<file path="src/rtl/mux_8to1.sv">
// 8-to-1 lane multiplexer built from two 4:1 stages and a 2:1 stage, with a
// combinational result and a registered, enable-qualified result plus valid flag.
module mux_8to1 #(
    parameter int WIDTH = 1
) (
    input  logic               clk,
    input  logic               rst,
    input  logic [8*WIDTH-1:0] in,
    input  logic [2:0]         sel,
    input  logic               en,
    output logic [WIDTH-1:0]   y_comb,
    output logic [WIDTH-1:0]   y,
    output logic               y_valid
);

    logic [WIDTH-1:0] w_lane [8];
    logic [WIDTH-1:0] w_stage_a;
    logic [WIDTH-1:0] w_stage_b;
    logic [WIDTH-1:0] w_sel_lane;
    logic [WIDTH-1:0] r_y;
    logic             r_y_valid;

    for (genvar i = 0; i < 8; i++) begin : g_lane
        assign w_lane[i] = in[i*WIDTH +: WIDTH];
    end

    // NOTE: every case below covers all four codes of sel[1:0], so each output
    // is written on every path and no latch can be inferred.
    always_comb begin
        unique case (sel[1:0])
            2'd0: w_stage_a = w_lane[0];
            2'd1: w_stage_a = w_lane[1];
            2'd2: w_stage_a = w_lane[2];
            2'd3: w_stage_a = w_lane[3];
        endcase
    end

    always_comb begin
        unique case (sel[1:0])
            2'd0: w_stage_b = w_lane[4];
            2'd1: w_stage_b = w_lane[5];
            2'd2: w_stage_b = w_lane[6];
            2'd3: w_stage_b = w_lane[7];
        endcase
    end

    assign w_sel_lane = sel[2] ? w_stage_b : w_stage_a;

    // NOTE: non-blocking assignments keep every register sampling pre-edge values.
    always_ff @(posedge clk) begin
        if (rst) begin
            r_y       <= '0;
            r_y_valid <= 1'b0;
        end else if (en) begin
            r_y       <= w_sel_lane;
            r_y_valid <= 1'b1;
        end else begin
            r_y_valid <= 1'b0;
        end
    end

    assign y_comb  = w_sel_lane;
    assign y       = r_y;
    assign y_valid = r_y_valid;

endmodule

</file>
<file path="config.mk">
export PLATFORM = sky130hd
export DESIGN_NAME = mux_8to1
export DESIGN_NICKNAME = d
export VERILOG_FILES = /design/src/rtl/mux_8to1.sv
export SDC_FILE = /design/constraint.sdc
export NUM_CORES = 1
export LEC_CHECK = 0
export CORE_AREA = 8 8 45 47
export CTS_BUF_LIST = sky130_fd_sc_hd__clkbuf_8
export DETAILED_ROUTE_END_ITERATION = 10
export DIE_AREA = 0 0 53 55
export GPL_ROUTABILITY_DRIVEN = 0
export PLACE_DENSITY = 0.35
export SETUP_SLACK_MARGIN = 0.2
export SLEW_MARGIN = 0
export SYNTH_ARGS = -nofsm -noshare
export SYNTH_HDL_FRONTEND = slang
export SYNTH_SLANG_ARGS = --single-unit
</file>
<file path="constraint.sdc">
create_clock -name clk -period 2.2 [get_ports clk]
set_input_delay 0.66 -clock clk [delete_from_list [all_inputs] [get_ports clk]]
set_output_delay 0.66 -clock clk [all_outputs]
set_load 0.1 [all_outputs]
</file>
==> impl_metrics.json, run 1 <==
{
  "outcome": "finished, violations left",
  "failed_checks": "negative setup slack",
  "wire_length_of_the_first_global_routing_pass_um": 931,
  "clock_path_buffers": 2,
  "floorplan.die.height_um": 55,
  "synth_compound_gate_area_share_pct": 9.35,
  "vias": 180,
  "most_crowded_layer_gr": "met2",
  "worstPathMaxFanout": 4,
  "required_ps": 1540,
  "synth.distinct_cells": 8,
  "ctsHoldBuffers": 0,
  "leakage_nw": 0.161,
  "finalHoldViolations": 0,
  "numPortBuffers": 16,
  "most_frequent_cells_in_the_layout": "7 x buf_2, 4 x mux2i_1, 4 x buf_4, 3 x clkbuf_8",
  "seqPwrFrac_pct": 14.6,
  "drt_iter0_markers": 1,
  "synthesis.instances": 12,
  "power.density_cell_area_nw_per_um2": 801,
  "number_of_global_route_vias_before_repair": 246,
  "tritoncts": "done",
  "drv.max_cap_violation_count": 0,
  "synth_nets": 26,
  "placement.setup.worst_slack_ps": -620,
  "floorplan.die.width_um": 53,
  "clk_transition_reported_paths_ps": 30,
  "critPathLaunchType": "input port",
  "die_area_um2": 2920,
  "groute.layer.met1.usage_pct": 3.94,
  "yosys.area_share.simple_pct": 7.48,
  "final_layout_size_suffix_gt1_share_pct": 62.5,
  "synth-xor-area-share_pct": 0,
  "period_share_pct": 105,
  "post_synth_mux_area_share_pct": 46.7,
  "worst_margin_slew_ps": 280,
  "ys.warnings.count": 0,
  "cts_buffers": 3,
  "report.final.slew_viol_count": 0,
  "worstPathArrival_ps": 1660,
  "final_cells": 48,
  "grt_antenna_before_repair": 0,
  "post_drt_wl_per_cell_um": 11.3,
  "cts_root_buf": "clkbuf_8",
  "sw_frac_of_total_pct": 29.2,
  "floorplan.initialDensity_pct": 9.67,
  "utilization_pct": 24.9,
  "areaGrowthSynthToFinish_pct": 157,
  "slew_headroom_pct": 81.5,
  "main_combinational_cell_family_by_area_after_synthesis": "multiplexers",
  "min_path_type": "reg -> reg",
  "placed_insts": 44,
  "grt_overflow": 0,
  "total_switching_power_mw": 0.0804,
  "grt.met2_usage_pct": 7.23,
  "intPower_mw": 0.195,
  "drcViolationCount": 0,
  "grt.met3_usage_pct": 2.67,
  "antenna_cells_inserted": 0,
  "post_route_total_power_mw": 0.276,
  "final-setup-viol-count": 1,
  "synth_seq_area_share_pct": 29.9,
  "cts_sinks": 2,
  "finalWorstPathRequiredPeriod_ps": 2320,
  "synth_fa_ha_area_share_pct": 0,
  "setup_ws_ps": -117,
  "power_frac_clock_pct": 51.6,
  "synth_seq_cells": 2,
  "placed_cell_area_um2": 325,
  "synth_area_per_cell_um2": 11.2,
  "max-vdd-ir-drop_mv": 0.155,
  "cts.htree.levels": 1,
  "timing.critical_path.to_type": "output pin",
  "detail_route.wirelength_um": 544,
  "grt_use_total_pct": 4.64,
  "clock_latency_ps": 210,
  "pwr-share-comb_pct": 33.8,
  "pin_count": 17,
  "firstDrtPassIters": 2,
  "core_area_um2": 1380,
  "clock.fmax_mhz": 432,
  "stdcell_area_um2": 344,
  "floorplan.rows": 14,
  "grt_max_degree": 5,
  "synth.cell_area_um2": 134,
  "drt.antenna.violating_nets": 0,
  "mostFrequentLayoutCell": "buf_2",
  "finClkSkew_ps": 0,
  "route.detailed.vias_per_inst": 3.75,
  "setup_repair_after_global_routing_missed_its_margin": "true",
  "fin_nets": 48,
  "fillers": 165,
  "classification_of_the_worst_setup_path": "in -> out"
}
-- final timing paths --
check             slack (ps)      to  depth (start not counted)    from
hold reg to reg          530       y                          2       y
setup reg to reg        1580       y                          2       y
setup / recovery        -120  y_comb                          5  sel[0]
hold / removal           530       y                          2       y
-- state kept, by name, summed over array words and instances, names as in the netlist --
name,flops
y,1
y_valid,1
-- synth_stat cells --
cell type  number  area, um2
inv_1           1       3.75
a211oi_2        1       12.5
nor2b_1         1       6.26
nor2_1          1       3.75
mux4_2          1       22.5
dfxtp_1         2       40.0
mux2i_1         4       40.0
clkbuf_2        1       5.00
-- critical path, cell delays in order --
cell	delay (ps)
buf_8	100
mux2i_1	100
mux4_2	510
clkinvlp_4	110
buf_12	160
-- routing by layer --
layer / wire, um / share of wire [%]
met1: 211 / 39
met3: 88 / 16
met5: 0 / 0
met4: 15 / 2.8
met2: 229 / 42
-- kinds of logic (layout without fill, tap and decap cells) --
| family | count (synthesis) | in the layout |
|---|---|---|
| compound gates | 1 | 1 |
| buf+inv | 2 | 22 |
| flops | 2 | 2 |
| mux | 5 | 5 |
| simple gates | 2 | 2 |
-- power groups by stage --
stage	sequential [mW]	combinational, mW	clock, mW
CTS	0.0402	0.0943	0.146
global placement	0.0406	0.0976	0
finish	0.0401	0.0932	0.142
detailed placement	0.0406	0.0975	0
floorplan	0.0588	0.0363	0
global route	0.0406	0.0980	0.151
-- metrics by stage --
stage / setup TNS (ps) / hold slack (ps)
6_report: -117 / 526
5_1_grt: -161 / 571
4_1_cts: -123 / 535
3_5_place_dp: -739 / 531
3_3_place_gp: -694 / 519
2_1_floorplan: -221 / 725
-- final cells by class --
type	instances	area, um2	area share, %
tap	16	20.0	5.82
sequential	2	40.0	11.6
clock buffer	3	41.3	12.0
inverter	1	7.51	2.18
multi-input combinational	8	85.1	24.7
timing repair buffer	18	150	43.6
-- repair_timing --
action	CTS	global route
buffers inserted	1	0
resized for setup	34	0
hold endpoints to repair	0	0
endpoints found under the setup margin	2	1
(Power assumes the default switching activity.)
==> run 2: changes to the inputs <==
Settings changed: CORE_AREA 8 8 45 47 to 5 5 42 44, CTS_CLUSTER_SIZE set to 14, DIE_AREA 0 0 53 55 to 0 0 47 49.
==> run 2 against run 1 <==
Effect of this change: the run still ends with negative setup slack left; count of clock-buffer cells in the layout did not move; clock power about the same; hold slack gained 11 ps; first-iteration DRC count down 100%; via count fell by 2.2%; non-clock buffer count shrank 1; utilization shrank 0.85 points; sequential share of layout area is 0.26 points higher; maximum frequency grew 0.20%; design area shrank 2.2%; critical endpoint unchanged; largest cell class unchanged.
==> impl_metrics.json, run 2 (synthesis gave the netlist of run 1 again) <==
{
  "outcome": "finished, violations left",
  "fin_tns_setup_ps": -112,
  "placed_insts": 44,
  "die_area_um2": 2300,
  "final_layout_size_suffix_gt1_share_pct": 61.3,
  "cts.htree.levels": 1,
  "failed_checks": "negative setup slack",
  "grt_use_total_pct": 5.14,
  "worst_margin_slew_ps": 280,
  "fillers": 152,
  "finClkSkew_ps": 0,
  "final-setup-viol-count": 1,
  "clock_latency_ps": 210,
  "cts_buffers": 3,
  "ctsHoldBuffers": 0,
  "max-vdd-ir-drop_mv": 0.157,
  "setup_repair_after_global_routing_missed_its_margin": "true",
  "worstPathMaxFanout": 4,
  "worstHoldStart": "y",
  "grt_max_degree": 5,
  "rr_endpoint": "y",
  "antenna_cells_inserted": 0,
  "ff2ff_path_depth": 2,
  "firstDrtPassIters": 1,
  "period_share_pct": 105,
  "timing.critical_path.to_type": "output pin",
  "finalHoldViolations": 0,
  "drt_iter0_markers": 0,
  "route.detailed.vias_per_inst": 3.74,
  "areaGrowthSynthToFinish_pct": 151,
  "floorplan.die.width_um": 47,
  "setup_ws_ps": -112,
  "clock.fmax_mhz": 432,
  "floorplan.initialDensity_pct": 9.55,
  "fin_nets": 47,
  "report.final.slew_viol_count": 0,
  "wire_length_of_the_first_global_routing_pass_um": 814,
  "post_drt_wl_per_cell_um": 10.5,
  "worstHoldPathCells": 2,
  "vias": 176,
  "power.density_cell_area_nw_per_um2": 805,
  "detail_route.wirelength_um": 494,
  "core_area_um2": 1400,
  "drt.antenna.violating_nets": 0,
  "drcViolationCount": 0,
  "critPathLaunchType": "input port",
  "drv.max_cap_violation_count": 0,
  "hold_end": "y",
  "tritoncts": "done",
  "clk_transition_reported_paths_ps": 30,
  "numPortBuffers": 16,
  "clock_path_buffers": 2,
  "critical_path.reg2reg.startpoint": "y",
  "required_ps": 1540,
  "leakage_nw": 0.157,
  "stdcell_area_um2": 337,
  "placed_cell_area_um2": 325,
  "cts_sinks": 2,
  "cts_root_buf": "clkbuf_8",
  "mostFrequentLayoutCell": "buf_2",
  "floorplan.die.height_um": 49,
  "grt_antenna_before_repair": 0,
  "grt_overflow": 0,
  "floorplan.rows": 14,
  "final_cells": 47,
  "most_frequent_cells_in_the_layout": "5 x buf_2, 4 x mux2i_1, 3 x clkbuf_8, 3 x buf_4",
  "worstPathArrival_ps": 1650,
  "number_of_global_route_vias_before_repair": 203,
  "finalWorstPathRequiredPeriod_ps": 2310,
  "regToRegSetupSlack_ps": 1580,
  "classification_of_the_worst_setup_path": "in -> out",
  "pin_count": 17,
  "slew_headroom_pct": 81.5,
  "min_path_type": "reg -> reg"
}
==> run 2: cell types whose count changed in the layout (fill, tap and decap cells not counted), sizes merged <==
cell | before | now
clkbuf | 3 | 5
buf | 13 | 10
==> run 2: layout make-up <==
cell class	count	area, um2	share of cell area (%)
Tap cell	16	20.0	5.95
Clock buffer	3	41.3	12.3
Inverter	1	7.51	2.23
Multi-Input combinational cell	8	85.1	25.3
Timing Repair Buffer	17	143	42.4
Sequential cell	2	40.0	11.9
==> run 2: worst max-delay path by stage <==
| stage | startpoint | slack, ps | endpoint |
|---|---|---|---|
| 5_1_grt | sel[0] | -160 | y_comb |
| 3_3_place_gp | sel[0] | -610 | y_comb |
| 3_5_place_dp | sel[0] | -630 | y_comb |
| 6_report | sel[0] | -110 | y_comb |
| 4_1_cts | sel[0] | -130 | y_comb |
| 2_1_floorplan | sel[0] | -220 | y_comb |
==> run 2: critical path: stages <==
cell and delay (ps):
buf_8 110, mux2i_1 110, mux4_2 500, clkinvlp_4 110, buf_12 160
==> run 2: power by group <==
part | internal [mW] | switching [mW] | leakage, nW
Sequential | 0.0392 | 0.00101 | 0.0167
Combinational | 0.0379 | 0.0519 | 0.119
Clock | 0.115 | 0.0256 | 0.0216
Total | 0.192 | 0.0785 | 0.157
==> run 2: through the flow <==
stage                     hold WS, ps  total power [mW]  worst slack (ps)  util [%]
after CTS                         543             0.277              -125      24.7
after floorplan                   725            0.0951              -221         -
after detailed placement          534             0.138              -627      23.2
final                             537             0.271              -112      24.0
after global placement            517             0.137              -611      23.2
after global routing              578             0.286              -160      24.0
==> run 2: routing by layer <==
metal,wire length (um),track usage (%)
met3,100,2.58
met5,0,0
met4,0,5.53
met1,167,4.85
met2,225,7.24
==> run 2: timing repair <==
action,CTS,global route
setup endpoints to repair,2,1
gates resized for setup,33,2
buffers inserted,0,0
